## src/rtl/logic_op_arbiter_pkg.sv

```systemverilog
// Shared types and constants for the two-requester AND/OR arbiter.
// Latency: n/a (package only).
// Backpressure: n/a (package only).
package logic_op_arbiter_pkg;

   // Default operand/result width
   localparam int DEF_DATA_W = 8;

   // Operation encoding carried on rN_op
   localparam logic OP_AND = 1'b0;
   localparam logic OP_OR  = 1'b1;

   // Arbiter control states
   typedef enum logic [1:0] {
      IDLE = 2'd0,
      EXEC = 2'd1,
      RESP = 2'd2
   } state_t;

endpackage

```

## src/rtl/logic_op_unit.sv

```systemverilog
// Bitwise AND/OR datapath shared by both requesters.
// Latency: combinational, zero cycles.
// Backpressure: none; output follows inputs.
module logic_op_unit
   import logic_op_arbiter_pkg::*;
#(
   parameter int W = DEF_DATA_W
) (
   input  logic [W-1:0] a,
   input  logic [W-1:0] b,
   input  logic         op,
   output logic [W-1:0] y
);

   // Select AND or OR of the two operands
   always_comb begin
      y = (op == OP_AND) ? (a & b) : (a | b);
   end

endmodule

```

## src/rtl/logic_op_arbiter.sv

```systemverilog
// Round-robin arbiter for two requesters feeding one AND/OR unit.
// Latency: grant in cycle N, rsp_valid in cycle N+2; one op per 3 cycles max.
// Backpressure: result held in RESP until rsp_ready; requests wait until IDLE.
module logic_op_arbiter
   import logic_op_arbiter_pkg::*;
#(
   parameter int DATA_W = DEF_DATA_W
) (
   input  logic              clk,
   input  logic              rst,
   input  logic              r0_valid,
   output logic              r0_ready,
   input  logic [DATA_W-1:0] r0_a,
   input  logic [DATA_W-1:0] r0_b,
   input  logic              r0_op,
   input  logic              r1_valid,
   output logic              r1_ready,
   input  logic [DATA_W-1:0] r1_a,
   input  logic [DATA_W-1:0] r1_b,
   input  logic              r1_op,
   output logic              rsp_valid,
   input  logic              rsp_ready,
   output logic [DATA_W-1:0] rsp_data,
   output logic              rsp_id,
   output logic              busy,
   output logic [7:0]        done_cnt
);

   state_t            state_q, state_d;
   logic [DATA_W-1:0] a_q, a_d;
   logic [DATA_W-1:0] b_q, b_d;
   logic              op_q, op_d;
   logic              id_q, id_d;
   // last_q = 1 means requester 1 was served last, so requester 0 wins a tie
   logic              last_q, last_d;
   logic [DATA_W-1:0] rsp_data_q, rsp_data_d;
   logic              rsp_id_q, rsp_id_d;
   logic [7:0]        done_q, done_d;
   logic              gnt0, gnt1, pick1;
   logic [DATA_W-1:0] unit_y;

   // Single shared datapath works on the captured operands
   logic_op_unit #(.W(DATA_W)) u_op (
      .a  (a_q),
      .b  (b_q),
      .op (op_q),
      .y  (unit_y)
   );

   // Next-state, grant and capture logic
   always_comb begin
      state_d    = state_q;
      a_d        = a_q;
      b_d        = b_q;
      op_d       = op_q;
      id_d       = id_q;
      last_d     = last_q;
      rsp_data_d = rsp_data_q;
      rsp_id_d   = rsp_id_q;
      done_d     = done_q;
      gnt0       = 1'b0;
      gnt1       = 1'b0;
      pick1      = 1'b0;
      case (state_q)
         IDLE: begin
            // Ready is suppressed during reset so an aborted cycle never handshakes
            if (!rst && (r0_valid || r1_valid)) begin
               if (r0_valid && r1_valid) begin
                  pick1 = ~last_q;
               end else begin
                  pick1 = r1_valid;
               end
               gnt0    = ~pick1;
               gnt1    = pick1;
               a_d     = pick1 ? r1_a  : r0_a;
               b_d     = pick1 ? r1_b  : r0_b;
               op_d    = pick1 ? r1_op : r0_op;
               id_d    = pick1;
               state_d = EXEC;
            end
         end
         EXEC: begin
            rsp_data_d = unit_y;
            rsp_id_d   = id_q;
            state_d    = RESP;
         end
         RESP: begin
            if (rsp_ready) begin
               last_d  = rsp_id_q;
               done_d  = done_q + 8'd1;
               state_d = IDLE;
            end
         end
         default: begin
            state_d = IDLE;
         end
      endcase
   end

   // State and datapath registers with synchronous reset
   always_ff @(posedge clk) begin
      if (rst) begin
         state_q    <= IDLE;
         a_q        <= '0;
         b_q        <= '0;
         op_q       <= 1'b0;
         id_q       <= 1'b0;
         last_q     <= 1'b1;
         rsp_data_q <= '0;
         rsp_id_q   <= 1'b0;
         done_q     <= 8'd0;
      end else begin
         state_q    <= state_d;
         a_q        <= a_d;
         b_q        <= b_d;
         op_q       <= op_d;
         id_q       <= id_d;
         last_q     <= last_d;
         rsp_data_q <= rsp_data_d;
         rsp_id_q   <= rsp_id_d;
         done_q     <= done_d;
      end
   end

   assign r0_ready  = gnt0;
   assign r1_ready  = gnt1;
   assign rsp_valid = (state_q == RESP);
   assign rsp_data  = rsp_data_q;
   assign rsp_id    = rsp_id_q;
   assign busy      = (state_q != IDLE);
   assign done_cnt  = done_q;

endmodule

```

## config.mk

```make
export PLATFORM = sky130hd
export DESIGN_NAME = logic_op_arbiter
export DESIGN_NICKNAME = d
export VERILOG_FILES = /design/src/rtl/logic_op_arbiter_pkg.sv /design/src/rtl/logic_op_unit.sv /design/src/rtl/logic_op_arbiter.sv
export SDC_FILE = /design/constraint.sdc
export NUM_CORES = 1
export LEC_CHECK = 0
export BUFFER_PORTS_ARGS = -buffer_cell sky130_fd_sc_hd__clkbuf_2
export CAP_MARGIN = 0
export CORE_MARGIN = 2
export CORE_UTILIZATION = 52
export DETAILED_ROUTE_END_ITERATION = 16
export PLACE_DENSITY = 0.83
export SLEW_MARGIN = 0
export SYNTH_ARGS = -nofsm -noshare
export SYNTH_HDL_FRONTEND = slang
export SYNTH_SLANG_ARGS = --single-unit
```

## constraint.sdc

```tcl
create_clock -name clk -period 2.3 [get_ports clk]
set_clock_uncertainty 0.1 [all_clocks]
set_input_delay 0.345 -clock clk [delete_from_list [all_inputs] [get_ports clk]]
set_output_delay 0.345 -clock clk [all_outputs]
set_load 0.02 [all_outputs]
```

==> tab_implementation.tex, run 1 <==
\begin{tabular}{lr}
\hline
Metric & Value \\
\hline
\multicolumn{2}{l}{\textbf{Status}} \\
Result of the run & completed \\
\multicolumn{2}{l}{\textbf{Routing}} \\
Number of design rule violations left after detail routing & 0 \\
Detailed-route wire length & 3990 microns \\
Via-per-instance ratio & 5.62 \\
Final antenna-violating net count & 0 \\
Detailed-route via count & 1704 \\
Average detailed-routed wire length per instance & 13.2 microns \\
Detailed Route Iter0 Violations & 96 \\
Number of detailed-routing iterations run before antenna repair & 5 \\
\multicolumn{2}{l}{\textbf{Timing}} \\
Number of hold-slack violations in the final timing report & 0 \\
Transition time of the tightest slew-check pin & 0.562 ns \\
Fin worst setup slack & 0.393 ns \\
Final critical path time including I/O delays and setup & 1.91 ns \\
Final Slew Violations & 0 \\
Max Clk Rate & 0.524 GHz \\
RSZ-0062 raised after global routing & no \\
Final setup violation count & 0 \\
Period Utilization, post-route & 82.9\% \\
Max-Slew Margin vs Limit & 62.5\% \\
Setup\_tns & 0 ns \\
\multicolumn{2}{l}{\textbf{Setup path}} \\
Critical path peak fanout & 15 \\
Worst setup path start & state\_q[1] \\
Worst R2R Start & done\_cnt[0] \\
Kind of end point of the critical path & primary output \\
Required time of the critical path & 1.86 ns \\
CP arrival & 1.46 ns \\
Type of the worst setup path & reg -> out \\
Cells along the critical path & nor2\_1 > buf\_4 > nand2\_2 > nor2\_1 > clkbuf\_2 \\
Slowest stage cell, crit path & dfxtp\_1 \\
Slowest cell delay on critical path & 0.37 ns \\
Startpoint kind of the worst setup timing path & flip-flop \\
Cell type with the highest occurrence count on the critical path & nor2\_1 \\
\multicolumn{2}{l}{\textbf{Clock network}} \\
Register clock-pin slew on the reported worst setup and hold paths & 0.11 ns \\
Post-CTS resize count & 0 \\
Max H-tree Level & 2 \\
CTS Root Cell & clkbuf\_4 \\
Clock tree from TritonCTS & yes \\
Clock buffer count from CTS & 5 \\
Clock network latency to the later pin of the worst-skew pair & 0.34 ns \\
Number of buffers inserted by hold repair at cts & 0 \\
Post-CTS setup-driven buffer insertion count & 0 \\
CTS sink cnt & 38 \\
Clock tree buffer depth & 2 \\
\multicolumn{2}{l}{\textbf{Placed design}} \\
Quantity of I/O buffers inserted on ports & 59 \\
Final weighted congestion in routability-driven placement & 0.869 \\
Half-perimeter wire length after placement & 2850 microns \\
Post-placement worst setup slack & 0.731 ns \\
\multicolumn{2}{l}{\textbf{Global route}} \\
Maximum number of pins on one net before global-route repair & 38 \\
Via count of the first global-routing pass & 1458 \\
Wire length of the first global-routing pass & 6290 microns \\
Antenna violations before repair & 0 \\
Overflow after GRT & 0 \\
All-Layer GR Usage & 23.1\% \\
\multicolumn{2}{l}{\textbf{Synth}} \\
Proportion of synthesized chip area in sequential cells & 45.0\% \\
Synthesized area per cell & 8.29 sq um \\
Number of synthesized register bits & 38 \\
Count of mapped cells out of synthesis & 204 \\
Nets in the synthesized netlist & 244 \\
Post-Syn Area & 0.00169 sq mm \\
Synth Warn \# & 0 \\
Distinct cells, synth & 32 \\
\multicolumn{2}{l}{\textbf{Die}} \\
Number of cell rows & 20 \\
I/O pins & 60 \\
Total die area & 0.00373 sq mm \\
Initial cell density of the core & 55.0\% \\
Core area & 0.00308 sq mm \\
Die Wd & 61.0 microns \\
Height of the die & 61.0 microns \\
\multicolumn{2}{l}{\textbf{Finish}} \\
Core occupancy in the finished layout & 66.9\% \\
Layout-stage area growth over the synthesis result & 21.7\% \\
Final net count & 300 \\
Layout cells sized above 1 & 29.7\% \\
Count of inserted antenna diode cells & 0 \\
\multicolumn{2}{l}{\textbf{Job}} \\
Max Cap Violations & 0 \\
\multicolumn{2}{l}{\textbf{Worst hold path}} \\
HP Start & r1\_a[6] \\
Kind of path behind the tightest hold check & in -> reg \\
\multicolumn{2}{l}{\textbf{Power and ir drop}} \\
Power Density & 657 mW/mm\^{}2 \\
Leakage power & 0.000891 uW \\
Maximum vdd ir drop & 0.399 mV \\
\hline
\end{tabular}
-- flip-flops by register name, indices dropped and copies added, names as in the netlist --
| register | flops |
|---|---|
| a_q | 8 |
| op_q | 1 |
| state_q | 2 |
| id_q | 1 |
| rsp_data | 8 |
| last_q | 1 |
| done_cnt | 8 |
| rsp_id | 1 |
| b_q | 8 |
-- layout make-up --
cell class	instances	area, sq um
Inverter	2	7.51
Tap cell	44	55.1
Fill cell	292	1020
Timing Repair Buffer	64	333
Sequential cell	38	761
Multi-Input combinational cell	149	852
Clock buffer	6	51.3
-- power by group --
part | internal, uW | switching, uW
Clock | 138 | 202
Combinational | 110 | 156
Sequential | 708 | 39.1
-- path summary, 6_finish.rpt --
path	slack, ns	endpoint	cells after the start
max	0.39	r1_ready	5
min reg2reg	0.35	rsp_id	2
max reg2reg	0.79	done_cnt[4]	4
min	0.14	a_q[6]	3
-- cell families after synthesis --
group | count (synthesis) | synth area share (%)
compound gates | 76 | 29.2
xor+xnor | 2 | 1.04
fa+ha+maj | 1 | 0.740
buf+inv | 17 | 4.66
flops | 38 | 45.0
mux | 1 | 0.592
simple gates | 69 | 18.8
-- Yosys cell counts --
library cell,number,area [sq um]
nand4_1,2,12.5
o21ba_2,1,10.0
nand3b_4,1,20.0
and2b_1,1,7.51
ha_1,1,12.5
a21oi_1,33,165
buf_1,1,3.75
nand2b_1,2,12.5
o21ai_0,11,55.1
clkbuf_1,7,26.3
and3_1,1,6.26
xor2_1,2,17.5
dfxtp_1,38,761
buf_6,1,11.3
mux2i_1,1,10.0
a311oi_1,17,149
a21bo_2,2,20.0
a211o_1,1,8.76
or3_1,3,18.8
nor2_1,14,52.6
nand2_2,1,6.26
or4_1,2,15.0
inv_2,1,3.75
inv_1,1,3.75
o31ai_1,2,15.0
nand2_1,39,146
a211oi_1,8,60.1
nor2b_1,1,6.26
nand3_1,1,5.00
nand4b_1,1,8.76
buf_2,6,30.0
a21boi_2,1,11.3
-- placed cells by master (no fill, tap or decap) --
master / Yosys / layout
and3_1: 1 / 1
clkbuf_4: 0 / 5
o31ai_1: 2 / 2
ha_1: 1 / 1
mux2i_1: 1 / 1
a21bo_2: 2 / 2
or3_1: 3 / 3
nor2_1: 14 / 14
nand2b_1: 2 / 2
nand4b_1: 1 / 1
clkbuf_2: 0 / 59
dfxtp_1: 38 / 38
clkbuf_8: 0 / 1
nand3b_4: 1 / 1
nand2_1: 39 / 39
or4_1: 2 / 2
nor2b_1: 1 / 1
nand3_1: 1 / 1
a311oi_1: 17 / 17
o21ba_2: 1 / 1
nand4_1: 2 / 2
a211oi_1: 8 / 8
nand2_2: 1 / 1
buf_4: 0 / 5
inv_2: 1 / 1
inv_1: 1 / 1
a211o_1: 1 / 1
a21boi_2: 1 / 1
xor2_1: 2 / 2
a21oi_1: 33 / 33
o21ai_0: 11 / 11
and2b_1: 1 / 1
-- critical path: cells and delay by family (launching register included) --
kind | cells | cell delay, ns
buf+inv | 2 | 0.40
simple gates | 3 | 0.35
flops | 1 | 0.37
-- layer usage --
layer	GRT usage, %	wire length, microns	vias up
met5	0	0	-
met4	13.7	80	0
met1	30.5	1820	776
met2	34.0	1860	63
li1	-	-	858
met3	5.67	227	7
-- stage by stage --
| step | total power [uW] | area (sq um) | instances | hold WS [ns] |
|---|---|---|---|---|
| 2_1_floorplan | 934 | 1690 | 204 | 0.326 |
| 3_3_place_gp | 1020 | 2010 | 297 | 0.340 |
| 3_5_place_dp | 1030 | 2010 | 297 | 0.340 |
| 4_1_cts | 1360 | 2060 | 303 | 0.131 |
| 5_1_grt | 1420 | 2060 | 303 | 0.133 |
| 6_report | 1350 | 2060 | 303 | 0.139 |
No activity file was read; power rests on OpenSTA's default activity.
==> run 2: changes to the inputs <==
CORE_UTILIZATION = 44   (was 52)
PLACE_DENSITY = 0.75   (was 0.83)
clock period = 1.65 ns   (was 2.3 ns; I/O delays follow)
==> run 2 against run 1 <==
  * Die area rose by 17%
  * Utilization shrank 8.0 points
  * Sequential power up 41%
  * Register-to-register slack lost 0.64 ns
  * Global-route usage down 2.9 points
  * Critical path depth down 1
  * Count of clock-buffer cells in the layout is 2 higher
  * Critical path type unchanged
  * Largest cell class unchanged
  * Largest power group unchanged
  * Highest routed layer unchanged
==> tab_implementation.tex, run 2 (synthesized netlist as in run 1, its figures left out) <==
\begin{tabular}{lr}
\hline
Metric & Value \\
\hline
\multicolumn{2}{l}{\textbf{Setup path}} \\
Type of the worst setup path & reg -> out \\
Slowest stage cell, crit path & dfxtp\_1 \\
CP arrival & 1.24 ns (-0.22 ns) \\
Startpoint kind of the worst setup timing path & flip-flop \\
Kind of end point of the critical path & primary output \\
Critical path peak fanout & 18 (+3) \\
Required time of the critical path & 1.30 ns (-0.56 ns) \\
Cells along the critical path & nor2\_4 > buf\_6 > inv\_1 > clkbuf\_2 \\
Slowest cell delay on critical path & 0.39 ns (+0.02 ns) \\
Buffers and inverters on the worst path & 3 (+1) \\
Kind of cell adding the most delay to the critical path & flip-flops \\
\multicolumn{2}{l}{\textbf{Clock network}} \\
Register clock-pin slew on the reported worst setup and hold paths & 0.07 ns (-0.04 ns) \\
Max H-tree Level & 2 (unchanged) \\
Clock tree buffer depth & 2 (unchanged) \\
Clock buffer count from CTS & 5 (unchanged) \\
CTS sink cnt & 38 (unchanged) \\
Clock network latency to the later pin of the worst-skew pair & 0.29 ns (-0.05 ns) \\
CTS Root Cell & clkbuf\_8 \\
Number of buffers inserted by hold repair at cts & 0 (unchanged) \\
Clock tree from TritonCTS & yes \\
\multicolumn{2}{l}{\textbf{Power and ir drop}} \\
Leakage power & 0.000938 uW (+5.3\%) \\
Power Density & 995 mW/mm\^{}2 (+51\%) \\
Maximum vdd ir drop & 0.488 mV (+22\%) \\
\multicolumn{2}{l}{\textbf{Finish}} \\
Layout-stage area growth over the synthesis result & 28.4\% \\
Most common cell after layout, fill and taps aside & clkbuf\_2 \\
Filler-free cell count of the finished design & 311 (+2.6\%) \\
Layout cells sized above 1 & 31.9\% (+2.2 points) \\
Area taken by multi-input logic gates & 868 sq um (+1.9\%) \\
Sequential cell area in the final layout & 762 sq um (+0.16\%) \\
Top library cells by usage in the layout, fill and taps aside & clkbuf\_2 (59), nand2\_1 (39), dfxtp\_1 (37), a21oi\_1 (33), a311oi\_1 (17) \\
Number of filler instances in the final layout & 348 (+19\%) \\
Area of all placed cells without fillers & 0.00217 sq mm (+5.5\%) \\
Count of inserted antenna diode cells & 0 (unchanged) \\
Final net count & 302 (+0.67\%) \\
\multicolumn{2}{l}{\textbf{Placed design}} \\
Final weighted congestion in routability-driven placement & 0.810 (-6.8\%) \\
Number of cells in the design after placement & 301 (+1.3\%) \\
Half-perimeter wire length after placement & 2910 microns (+2.1\%) \\
Quantity of I/O buffers inserted on ports & 59 (unchanged) \\
Dpl cell area & 0.00203 sq mm (+0.87\%) \\
\multicolumn{2}{l}{\textbf{Timing}} \\
RSZ-0062 raised after global routing & no \\
Max Clk Rate & 0.630 GHz \\
Final setup violation count & 0 (unchanged) \\
Transition time of the tightest slew-check pin & 0.531 ns (-0.0311 ns) \\
Final critical path time including I/O delays and setup & 1.59 ns \\
Final Slew Violations & 0 (unchanged) \\
Setup\_tns & 0 ns (unchanged) \\
Period Utilization, post-route & 96.1\% \\
Max-Slew Margin vs Limit & 64.6\% (+2.1 points) \\
Number of hold-slack violations in the final timing report & 0 (unchanged) \\
\multicolumn{2}{l}{\textbf{Routing}} \\
Final antenna-violating net count & 0 (unchanged) \\
Via-per-instance ratio & 5.48 (-2.6\%) \\
Detailed Route Iter0 Violations & 158 (+65\%) \\
Detailed-route via count & 1704 (unchanged) \\
Detailed-route wire length & 4130 microns (+3.6\%) \\
Number of detailed-routing iterations run before antenna repair & 4 (-1) \\
Average detailed-routed wire length per instance & 13.3 microns (+0.90\%) \\
Number of design rule violations left after detail routing & 0 (unchanged) \\
\multicolumn{2}{l}{\textbf{Global route}} \\
Via count of the first global-routing pass & 1418 (-2.7\%) \\
Overflow after GRT & 0 (unchanged) \\
All-Layer GR Usage & 20.1\% (-2.9 points) \\
Antenna violations before repair & 0 (unchanged) \\
Maximum number of pins on one net before global-route repair & 38 (unchanged) \\
Wire length of the first global-routing pass & 6740 microns (+7.1\%) \\
\multicolumn{2}{l}{\textbf{Die}} \\
Core area & 0.00369 sq mm (+20\%) \\
I/O pins & 60 (unchanged) \\
Number of cell rows & 22 (+10\%) \\
Initial cell density of the core & 45.9\% (-9.1 points) \\
Die Wd & 66.0 microns (+8.1\%) \\
Height of the die & 66.0 microns (+8.1\%) \\
Total die area & 0.00436 sq mm (+17\%) \\
\multicolumn{2}{l}{\textbf{Worst hold path}} \\
Kind of path behind the tightest hold check & in -> reg \\
\multicolumn{2}{l}{\textbf{Status}} \\
Result of the run & completed \\
\multicolumn{2}{l}{\textbf{Job}} \\
Max Cap Violations & 0 (unchanged) \\
\hline
\end{tabular}
-- run 2: repair_timing --
action,in CTS,in global routing
buffers inserted,0,2
gates resized for setup,4,2
pin swaps,0,1
endpoints found under the setup margin,3,3
-- run 2: power by group --
part | leakage, uW | internal, uW | switching (uW)
combinational | 0.000569 | 163 | 220
clock | 0.0000575 | 422 | 310
sequential | 0.000312 | 988 | 58.0
total | 0.000938 | 1570 | 588
-- run 2: cell type report --
class	count	area share [%]
timing repair buffer	66	16.8
sequential	38	35.1
clock buffer	8	5.07
tap	48	2.76
multi-input combinational	149	40.0
inverter	2	0.346
-- run 2: metrics by stage --
step | util (%) | hold slack (ns) | setup slack (ns) | total power [uW]
6_report | 58.9 | 0.0954 | 0.0639 | 2160
5_1_grt | 58.9 | 0.103 | 0.0144 | 2270
4_1_cts | 58.4 | 0.0926 | 0.0525 | 2170
3_5_place_dp | 54.9 | 0.355 | 0.176 | 1430
3_3_place_gp | 54.9 | 0.342 | 0.208 | 1430
2_1_floorplan | - | 0.307 | 0.171 | 1300
-- run 2: path summary, 6_finish.rpt --
kind	startpoint	end	slack (ns)	cells after the start
max reg2reg	state_q[1]	done_cnt[7]	0.15	3
min	r0_a[2]	a_q[2]	0.1	3
min reg2reg	id_q	rsp_id	0.37	2
max	state_q[1]	busy	0.06	4
-- run 2: tightest hold or removal path: cells and delay by family --
kind,cells,cell delay (ns)
simple gates,1,0.04
compound gates,1,0.07
buf+inv,1,0.08
-- run 2: routing by layer --
layer  global-route usage, %  wire length [microns]  vias to the layer above
met2                    28.7                   1940                       42
met1                    29.3                   1920                      795
met5                       0                      0                        -
met3                    4.09                    189                        7
li1                        -                      -                      860
met4                    8.42                     74                        0
